[src/rtl/arb_pkg.sv]
// Shared definitions for the round-robin grant arbiter: FSM state encoding and
// default configuration values.
package arb_pkg;

  typedef enum logic {
    ST_IDLE  = 1'b0,
    ST_GRANT = 1'b1
  } arb_state_e;

  localparam int DEFAULT_W        = 4;
  localparam int DEFAULT_MAX_HOLD = 8;

endpackage

[src/rtl/grant_decoder.sv]
// Combinational W-to-2**W one-hot decoder with enable; output is all zero
// when the enable is low.
module grant_decoder #(
  parameter int W = 4
) (
  input  logic [W-1:0]    idx,
  input  logic            en,
  output logic [2**W-1:0] onehot
);

  always_comb begin
    onehot = '0;
    if (en) onehot[idx] = 1'b1;
  end

endmodule

[src/rtl/rr_grant_arbiter.sv]
// Round-robin arbiter with registered grant index and decoded one-hot grant.
// Optional forced release after MAX_HOLD cycles is compiled in by ARB_TIMEOUT_EN.
module rr_grant_arbiter
  import arb_pkg::*;
#(
  parameter int W        = DEFAULT_W,
  parameter int MAX_HOLD = DEFAULT_MAX_HOLD
) (
  input  logic            clk,
  input  logic            rst,
  input  logic [2**W-1:0] req,
  output logic [2**W-1:0] gnt,
  output logic [W-1:0]    gnt_idx,
  output logic            gnt_valid,
  output logic            timeout
);

  localparam int N = 2**W;

  // First set request searching upward from ptr+1, wrapping modulo N; the
  // last candidate examined is ptr itself.
  function automatic logic [W-1:0] rr_pick(input logic [N-1:0] r,
                                           input logic [W-1:0] ptr);
    logic [W-1:0] cand;
    logic         found;
    rr_pick = ptr;
    found   = 1'b0;
    for (int i = 1; i <= N; i++) begin
      cand = ptr + W'(i);
      if (!found && r[cand]) begin
        rr_pick = cand;
        found   = 1'b1;
      end
    end
  endfunction

  arb_state_e   state_q, state_d;
  logic [W-1:0] gnt_idx_q, gnt_idx_d;
  logic [W-1:0] last_ptr_q, last_ptr_d;
  logic         gnt_valid_q, gnt_valid_d;
  logic         timeout_q, timeout_d;
  logic [W-1:0] pick;

  assign pick = rr_pick(req, last_ptr_q);

`ifdef ARB_TIMEOUT_EN
  logic [7:0] hold_q, hold_d;
`endif

  always_comb begin
    state_d     = state_q;
    gnt_idx_d   = gnt_idx_q;
    last_ptr_d  = last_ptr_q;
    gnt_valid_d = gnt_valid_q;
    timeout_d   = 1'b0;
`ifdef ARB_TIMEOUT_EN
    hold_d      = hold_q;
`endif
    case (state_q)
      ST_IDLE: begin
        if (|req) begin
          gnt_idx_d   = pick;
          last_ptr_d  = pick;
          gnt_valid_d = 1'b1;
          state_d     = ST_GRANT;
`ifdef ARB_TIMEOUT_EN
          hold_d      = 8'd0;
`endif
        end else begin
          gnt_idx_d   = '0;
          gnt_valid_d = 1'b0;
        end
      end
      ST_GRANT: begin
        if (!req[gnt_idx_q]) begin
          gnt_idx_d   = '0;
          gnt_valid_d = 1'b0;
          state_d     = ST_IDLE;
`ifdef ARB_TIMEOUT_EN
        end else if (hold_q == 8'(MAX_HOLD - 1)) begin
          // last_ptr already points at this owner, so it is not favoured next
          gnt_idx_d   = '0;
          gnt_valid_d = 1'b0;
          timeout_d   = 1'b1;
          state_d     = ST_IDLE;
        end else begin
          hold_d      = hold_q + 8'd1;
`endif
        end
      end
      default: state_d = ST_IDLE;
    endcase
  end

  always_ff @(posedge clk or posedge rst) begin
    if (rst) begin
      state_q     <= ST_IDLE;
      gnt_idx_q   <= '0;
      last_ptr_q  <= '1;
      gnt_valid_q <= 1'b0;
      timeout_q   <= 1'b0;
`ifdef ARB_TIMEOUT_EN
      hold_q      <= 8'd0;
`endif
    end else begin
      state_q     <= state_d;
      gnt_idx_q   <= gnt_idx_d;
      last_ptr_q  <= last_ptr_d;
      gnt_valid_q <= gnt_valid_d;
      timeout_q   <= timeout_d;
`ifdef ARB_TIMEOUT_EN
      hold_q      <= hold_d;
`endif
    end
  end

`ifdef ARB_TIMEOUT_EN
  assign timeout = timeout_q;
`else
  logic unused_max_hold;
  assign unused_max_hold = (MAX_HOLD != 0) & timeout_q;
  assign timeout = 1'b0;
`endif

  assign gnt_idx   = gnt_idx_q;
  assign gnt_valid = gnt_valid_q;

  grant_decoder #(.W(W)) u_grant_decoder (
    .idx    (gnt_idx_q),
    .en     (gnt_valid_q),
    .onehot (gnt)
  );

endmodule

[config.mk]
export PLATFORM = sky130hd
export DESIGN_NAME = rr_grant_arbiter
export DESIGN_NICKNAME = d
export VERILOG_FILES = /design/src/rtl/arb_pkg.sv /design/src/rtl/grant_decoder.sv /design/src/rtl/rr_grant_arbiter.sv
export SDC_FILE = /design/constraint.sdc
export NUM_CORES = 1
export LEC_CHECK = 0
export ABC_AREA = 1
export BUFFER_PORTS_ARGS = -buffer_cell sky130_fd_sc_hd__buf_2
export CORE_MARGIN = 8
export CORE_UTILIZATION = 40
export CTS_BUF_LIST = sky130_fd_sc_hd__clkbuf_2 sky130_fd_sc_hd__clkbuf_4 sky130_fd_sc_hd__clkbuf_8
export CTS_CLUSTER_DIAMETER = 60
export CTS_CLUSTER_SIZE = 14
export DETAILED_ROUTE_END_ITERATION = 16
export GPL_TIMING_DRIVEN = 0
export PLACE_DENSITY = 0.57
export SYNTH_ARGS = -nofsm -noshare
export SYNTH_HDL_FRONTEND = slang
export SYNTH_HIERARCHICAL = 1
export SYNTH_SLANG_ARGS = --single-unit
export TNS_END_PERCENT = 20
[constraint.sdc]
create_clock -name clk -period 4.3 [get_ports clk]
set_input_delay 0.43 -clock clk [delete_from_list [all_inputs] [get_ports clk]]
set_output_delay 0.43 -clock clk [all_outputs]
set_load 0.02 [all_outputs]
======== Word-level counts from Yosys, hierarchy flattened ========
Cells that the tools add are included.
Widths: inputs -> output; s select.
cells by class
  add/subtract/negate cells ............... 15
  multipliers ............................. 0
  divide/modulo/power cells ............... 0
  magnitude comparators ................... 18
  eq/ne operators ......................... 1
  shifts and indexed selects .............. 0
  muxes and demuxes ....................... 76
  bitwise logic cells ..................... 1
  reduce and logical (&&, ||, !) cells .... 33
operator list
  cell                 number
  $lt 4x5->1 const B   17
  $mux 4               18
  $bmux 1 s4           17
  $mux 1               36
  $add 4x4->4 const B  8
  $add 4x3->4 const B  4
  $logic_and 1x1->1    16
  $mux 16              1
  $reduce_or 16->1     1
  $logic_not 1->1      15
  $add 4x2->4 const B  2
  $pmux 4 s2           1
  $add 4x1->4 const B  1
  $demux 1 s4          1
  $ge 4x1->1 const B   1
  $pmux 1 s2           2
  $ne 2x2->1 const B   1
  $reduce_and 2->1     1
  $not 1->1            1
storage, ports and cells
  bits in registers ....................... 10
  bits in latches ......................... 0
  RAM bits ................................ 0
  bits in read-only memories .............. 0
  input bits .............................. 18
  output and inout bits ................... 22
  logic and storage cells ................. 148
  memories ................................ 0

======== Depth between registers and ports, before layout ========
Gate-level depths: netlist of the first run.
  depth after elaboration ................. 51
  gate-level depth with buffers ........... 31
  gate-level depth less buffers ........... 29

======== Modules after synthesis ========
Netlist of the first run, hierarchy kept.
modules (own cells, without submodules)
  module            instances  cells each  area an instance (sq um)  sequential area each (sq um)
  rr_grant_arbiter  1          487         2507.4                    255.2
  grant_decoder     1          33          140.1                     0.0

======== Worst setup path after synthesis of the first run ========
OpenSTA, ideal clock, no wires.
  kind .................................... register to register
  from .................................... register last_ptr_q[0]
  to ...................................... register gnt_idx_q[2] (netlist: gnt_idx[2])
  setup time .............................. 0.118 ns
  arrival ................................. 3.277 ns
  data required time ...................... 4.182 ns
  setup slack ............................. 0.905 ns
  stages on the path, launching flop included .. 30
  buffers on the path ..................... 3
  clock period less this slack ............ 3.395 ns
  cells stage by stage .................... dfstp_2 -> buf_6 -> inv_2 -> buf_2 -> ha_1 -> inv_1 -> buf_2 -> nand3_1 -> nand3_1 -> nand2_1 -> nand2_2 -> nand2_2 -> clkinv_2 -> nand4_2 -> nor2_2 -> nand2_1 -> nor2_2 -> nand3_2 -> inv_2 -> nand2_2 -> nor2_4 -> nand3_4 -> nor2_2 -> nand2_1 -> nand2_1 -> inv_1 -> nand2_1 -> nand2_1 -> nand2_1 -> nand2_1
between the ends
  word-level cells in the longest chain between the ends .. 51
  elaborated cells on any way between the ends .. 110
  classes of those cells .................. add/sub (15); mux (65); reduce/logical (30)
RTL lines
  element                       line                     RTL
  from (decl)                   rr_grant_arbiter.sv:39   logic [W-1:0] last_ptr_q, last_ptr_d;
  from (signal assigned)        rr_grant_arbiter.sv:108  last_ptr_q <= last_ptr_d;
  $add 4x1->4                   rr_grant_arbiter.sv:29   cand = ptr + W'(i);
  $bmux 1 s4                    rr_grant_arbiter.sv:30   if (!found && r[cand]) begin
  $mux 1 (not written as such)  rr_grant_arbiter.sv:30
  $mux 1                        rr_grant_arbiter.sv:30
  $logic_not 1->1               rr_grant_arbiter.sv:30
  $logic_and 1x1->1             rr_grant_arbiter.sv:30
  $mux 1                        rr_grant_arbiter.sv:30
  $logic_not 1->1               rr_grant_arbiter.sv:30
  [... 35 more ...]             --
  $logic_not 1->1               rr_grant_arbiter.sv:30
  $logic_and 1x1->1             rr_grant_arbiter.sv:30
  $mux 1                        rr_grant_arbiter.sv:30
  $logic_not 1->1               rr_grant_arbiter.sv:30
  $logic_and 1x1->1             rr_grant_arbiter.sv:30
  $mux 4 *                      rr_grant_arbiter.sv:30
  $mux 4 *                      rr_grant_arbiter.sv:61   if (|req) begin
  $pmux 4 s2 *                  rr_grant_arbiter.sv:59   case (state_q)
  to (signal assigned)          rr_grant_arbiter.sv:107  gnt_idx_q <= gnt_idx_d;
  to (decl)                     rr_grant_arbiter.sv:38   logic [W-1:0] gnt_idx_q, gnt_idx_d;
Every way passes the cells marked *; elsewhere a longest branch is shown, timed or not. The select of a mux whose other input is x is not followed.
A chain may end at the register's enable or synchronous reset.

======== Worst setup path after layout of the first run ========
Same ends and word-level chain as after synthesis.

==> flow_metrics.tcl, run 1 <==
set metrics [dict create \
    hold_viol_final 0 \
    drt_wl_total_mm 9.23 \
    drv_cap 0 \
    antenna_found_initial 0 \
    track_usage_pct 19.3 \
    cts-buffers-inserted 3 \
    ctsHoldBuffers 0 \
    path_max_fanout 10 \
    syn_area_per_cell_um2 5.09 \
    cts_tree "done" \
    antenna_cells 0 \
    gr-total-overflow 0 \
    cp-end-kind "flop" \
    cts_root_buffer "clkbuf_8" \
    fin_crit_sh_pct 92.0 \
    yosysSeqAreaShare_pct 9.64 \
    ant_nets 0 \
    synth-async-reset-ratio_pct 100 \
    hpwlAfterDp_mm 7.50 \
    synth_edf_count 0 \
    syn_to_final_growth_pct 14.4 \
    yosys_warnings 6 \
    synth_cell_type_count 36 \
    die_w_um 97.4 \
    htree_num_levels 1 \
    grt_pass1_vias 3346 \
    layout_commonest_cell "nand2_1" \
    max_freq_mhz 253 \
    worst_pin_slew_ns 0.670 \
    rsz0062_at_grt "false" \
    synth_nets 546 \
    path_clk_slew_ns 0.04 \
    first_pass_iters 5 \
    core-area_um2 6390 \
    worstSetupPathType "reg -> reg" \
    setup_viol 0 \
    crit_top_cell "nand2_1" \
    rows 29 \
    crit_arrival_ns 4.07 \
    drt_iter0_drc 316 \
    yosysTopAreaCellShare_pct 27.5 \
    num_io_pins 40 \
    io_buffers 38 \
    post-route-drc-count 0 \
    cts.sinks 10 \
    vias 3449 \
    critPathSlowestCell "dfstp_2" \
    fin_skew_ns 0.00101 \
    cts_setup_buffers 0 \
    clkLatencyLatePin_ns 0.23 \
    routedWlPerCell_um 14.4 \
    relSlewSlack_pct 55.1 \
    critPathRequiredTime_ns 4.41 \
    yosys_register_bits 10 \
    initial_core_util_pct 41.5 \
    status "finished clean" \
    syn_area_um2 2650 \
    regArea_um2 255 \
    min_path_type "in -> async" \
    die_h_um 97.4 \
    yosys-top-cells-area "nand2_1, nand3_1, inv_1" \
    cpPeakStageDelay_ns 0.53 \
    layout_common_cells "nand2_1, nand3_1, inv_1" \
    layout.nets 589 \
    grt_pass1_wl_mm 15.7 \
    tns_ns 0 \
    grt_max_degree 14 \
    synth_top_area_cell "nand2_1" \
    cts_buffer_depth 2 \
    slew_viol_final 0 \
    synth_cells 520 \
    via_per_inst 5.40 \
    design.die.area_um2 9480 \
    period_minus_slack_ns 3.96 \
    drive_above_1_share_pct 15.7 \
    fillers 743 \
    routabilityCongestion 0.935 \
    yosys_most_used_dff "dfrtp_1" \
    multi_input_area_um2 2040 \
    setup.worst_path.start_class "flop" \
]
## Yosys cell counts (4+ instances only)
cell type and number:
nand2_1 194, nand3_1 92, inv_1 70, nor2_1 44, o21ai_0 21, a21oi_1 11, buf_2 8, ha_1 8
nand4_1 8, nand2_2 7, dfrtp_1 6, xor2_1 6, dfstp_2 4, nand3_2 4
## area by class of cell
cell class                 instances  area share, %
tap                               77           3.18
clock buffer                       4           1.82
inverter                          75           9.34
multi-input combinational        420           67.3
buffer                            15           3.68
timing repair buffer              38           6.28
sequential                        10           8.43
## through the flow
step / utilization (%) / std cells / hold slack (ns) / setup slack (ns) / instance area (um2)
global route: 47.4 / 639 / 0.196 / 0.0264 / 3030
finish: 47.4 / 639 / 0.159 / 0.342 / 3030
global placement: 45.9 / 635 / 0.410 / 0.262 / 2930
detailed placement: 45.9 / 635 / 0.413 / 0.228 / 2930
CTS: 46.8 / 639 / 0.166 / 0.219 / 2990
floorplan: - / 520 / 0.267 / 0.905 / 2650
## state kept, by name, summed over array words and instances, names as in the netlist
name and count:
gnt_idx 4, state_q 1, last_ptr_q 4, gnt_valid 1
## critical path, delay by kind of cell (launching register included)
kind	cells	cell delay, ns
DFF	1	0.53
buffers and inverters	8	0.94
adders and majority gates	1	0.37
and+or+nand+nor	20	2.02
## per-layer routing
layer	vias up	GRT usage, %	part of all wire (%)
met5	-	0	0
met4	0	6.18	2.7
met3	20	1.71	5.4
met2	117	33.5	46
met1	1568	24.4	46
li1	1744	-	-
## worst paths after layout
| check | to | depth (start not counted) | slack [ns] | start |
|---|---|---|---|---|
| hold reg to reg | state_q$_DFF_PP0_ | 2 | 0.51 | state_q$_DFF_PP0_ |
| setup reg to reg | gnt_idx[2]$_DFFE_PP0P_ | 29 | 0.34 | last_ptr_q[0]$_DFFE_PP1P_ |
| setup / recovery | gnt_idx[2]$_DFFE_PP0P_ | 29 | 0.34 | last_ptr_q[0]$_DFFE_PP1P_ |
| max in group asynchronous | last_ptr_q[2]$_DFFE_PP1P_ | 2 | 3.84 | rst |
| min in group clk | state_q$_DFF_PP0_ | 2 | 0.51 | state_q$_DFF_PP0_ |
| hold / removal | gnt_idx[3]$_DFFE_PP0P_ | 2 | 0.16 | rst |
## logic make-up (layout without fill, tap and decap cells)
kind of cell | after synthesis | in the layout | share of synthesized area [%]
and+or+nand+nor | 360 | 360 | 59.9
buffers and inverters | 90 | 132 | 14.5
AOI/OAI and AO/OA | 43 | 43 | 9.12
DFF | 10 | 10 | 9.64
adders and majority gates | 8 | 8 | 3.78
xor gates and xnor gates | 8 | 8 | 2.93
other | 1 | 1 | 0.142
## timing repair
action / in CTS / in global routing
hold endpoints to repair: 0 / 0
gates resized for setup: 0 / 11
setup endpoints to repair: 0 / 8
Power of run 1 is not shown: default switching activity piles up to over one toggle a cycle in this logic, so the estimate is an artifact.
==> run 2: changes to the inputs <==
RECOVER_POWER = 100   (was unset)
==> run 2 against run 1 <==
Hold slack about the same. Clock-buffer cell count unchanged. Global-route usage unchanged. Sequential share of layout area up 0.095 points. Worst setup slack got worse by 0.00051 ns. Flip-flop and latch count stayed put. Highest routed layer unchanged. Critical path depth shrank 2. Via count is 1.4% lower. Utilization shrank 0.53 points. Die area stayed put. Design area decreased by 1.1%.
==> flow_metrics.tcl, run 2 (synthesis gave the netlist of run 1 again) <==
set metrics [dict create \
    antenna_found_initial 0 \
    routabilityCongestion 0.935 \
    slew_viol_final 0 \
    io_buffers 38 \
    cts_setup_buffers 0 \
    htree_num_levels 1 \
    drt_iter0_drc 284 \
    worst_pin_slew_ns 0.642 \
    min_path_type "in -> async" \
    placedCellCount 635 \
    max_freq_mhz 253 \
    cts_tree "done" \
    drv_cap 0 \
    cts_buffer_depth 2 \
    routedWlPerCell_um 14.5 \
    die_w_um 97.4 \
    clkLatencyLatePin_ns 0.23 \
    hold_viol_final 0 \
    ant_nets 0 \
    fin_skew_ns 0.000914 \
    post-route-drc-count 0 \
    period_minus_slack_ns 3.96 \
    rsz0062_at_grt "false" \
    cts_root_buffer "clkbuf_8" \
    crit_arrival_ns 4.07 \
    hpwlAfterDp_mm 7.50 \
    drt_wl_total_mm 9.27 \
    tns_ns 0 \
    multi_input_area_um2 2030 \
    layout.nets 589 \
    cts.sinks 10 \
    cp-end-kind "flop" \
    antenna_cells 0 \
    grt_pass1_wl_mm 15.7 \
    setup_viol 0 \
    fillers 755 \
    drive_above_1_share_pct 11.9 \
    setup.worst_path.start_class "flop" \
    reg2reg_depth 27 \
    layout_common_cells "nand2_1, nand3_1, inv_1" \
    design.die.area_um2 9480 \
    layout_commonest_cell "nand2_1" \
    cts_resized 0 \
    syn_to_final_growth_pct 13.1 \
    die_h_um 97.4 \
    instances_no_fill 639 \
    initial_core_util_pct 41.5 \
    regArea_um2 255 \
    path_max_fanout 10 \
    relSlewSlack_pct 57.0 \
    via_per_inst 5.32 \
    first_pass_iters 5 \
    vias 3400 \
    worstSetupPathType "reg -> reg" \
    rows 29 \
    r2r_end "gnt_idx[0]$_DFFE_PP0P_" \
    track_usage_pct 19.3 \
    ctsHoldBuffers 0 \
    grt_pass1_vias 3346 \
    grt_max_degree 14 \
    status "finished clean" \
    fin_crit_sh_pct 92.0 \
    regToRegSetupSlack_ns 0.34 \
    reg2reg_from "last_ptr_q[0]$_DFFE_PP1P_" \
    gr-total-overflow 0 \
    path_clk_slew_ns 0.04 \
    critPathRequiredTime_ns 4.41 \
    core-area_um2 6390 \
    cts-buffers-inserted 3 \
    num_io_pins 40 \
]
## run 2: per-layer routing
layer	share of wire [%]	track usage (%)
met3	5.9	1.71
met1	46	24.4
met5	0	0
met2	46	33.5
met4	2.7	6.18
## run 2: area by class of cell
class,instances,share of cell area (%)
Clock buffer,4,1.84
Inverter,75,9.44
Tap cell,77,3.22
Multi-Input combinational cell,420,67.7
Buffer,15,3.72
Timing Repair Buffer,38,5.56
Sequential cell,10,8.52
## run 2: worst max-delay path by stage
stage	startpoint	to	slack (ns)
finish	last_ptr_q[0]$_DFFE_PP1P_	gnt_idx[0]$_DFFE_PP0P_	0.34
global route	last_ptr_q[1]$_DFFE_PP1P_	gnt_idx[2]$_DFFE_PP0P_	0.03
CTS	last_ptr_q[1]$_DFFE_PP1P_	gnt_idx[2]$_DFFE_PP0P_	0.22
detailed placement	last_ptr_q[1]$_DFFE_PP1P_	gnt_idx[2]$_DFFE_PP0P_	0.23
global placement	last_ptr_q[1]$_DFFE_PP1P_	gnt_idx[0]$_DFFE_PP0P_	0.26
floorplan	last_ptr_q[0]$_DFFE_PP1P_	gnt_idx[2]$_DFFE_PP0P_	0.91
## run 2: worst max-delay path: stages, from the launching register on
cell	delay [ns]
dfstp_2	0.53
buf_6	0.13
inv_2	0.06
buf_2	0.19
ha_1	0.37
inv_1	0.12
buf_6	0.18
nand3_1	0.12
nand3_1	0.10
nand2_1	0.10
nand2_2	0.09
nand2_2	0.12
clkinv_2	0.11
nand4_2	0.10
nor2_2	0.14
nand2_1	0.12
nor2_4	0.14
nand3_2	0.10
inv_2	0.10
nand2_2	0.07
nor2_4	0.15
nand3_4	0.11
nor2_4	0.11
nand2_2	0.10
inv_1	0.12
nand2_1	0.06
nand3_1	0.13
nand2_1	0.06
## run 2: metrics by stage
stage               setup slack [ns]  util [%]  hold WS [ns]  cell area, um2
finish                         0.342      46.9         0.159            2990
global route                  0.0264      46.9         0.196            2990
CTS                            0.219      46.8         0.166            2990
detailed placement             0.228      45.9         0.413            2930
global placement               0.262      45.9         0.410            2930
floorplan                      0.905         -         0.267            2650
Power of run 2 is left out for the same reason.
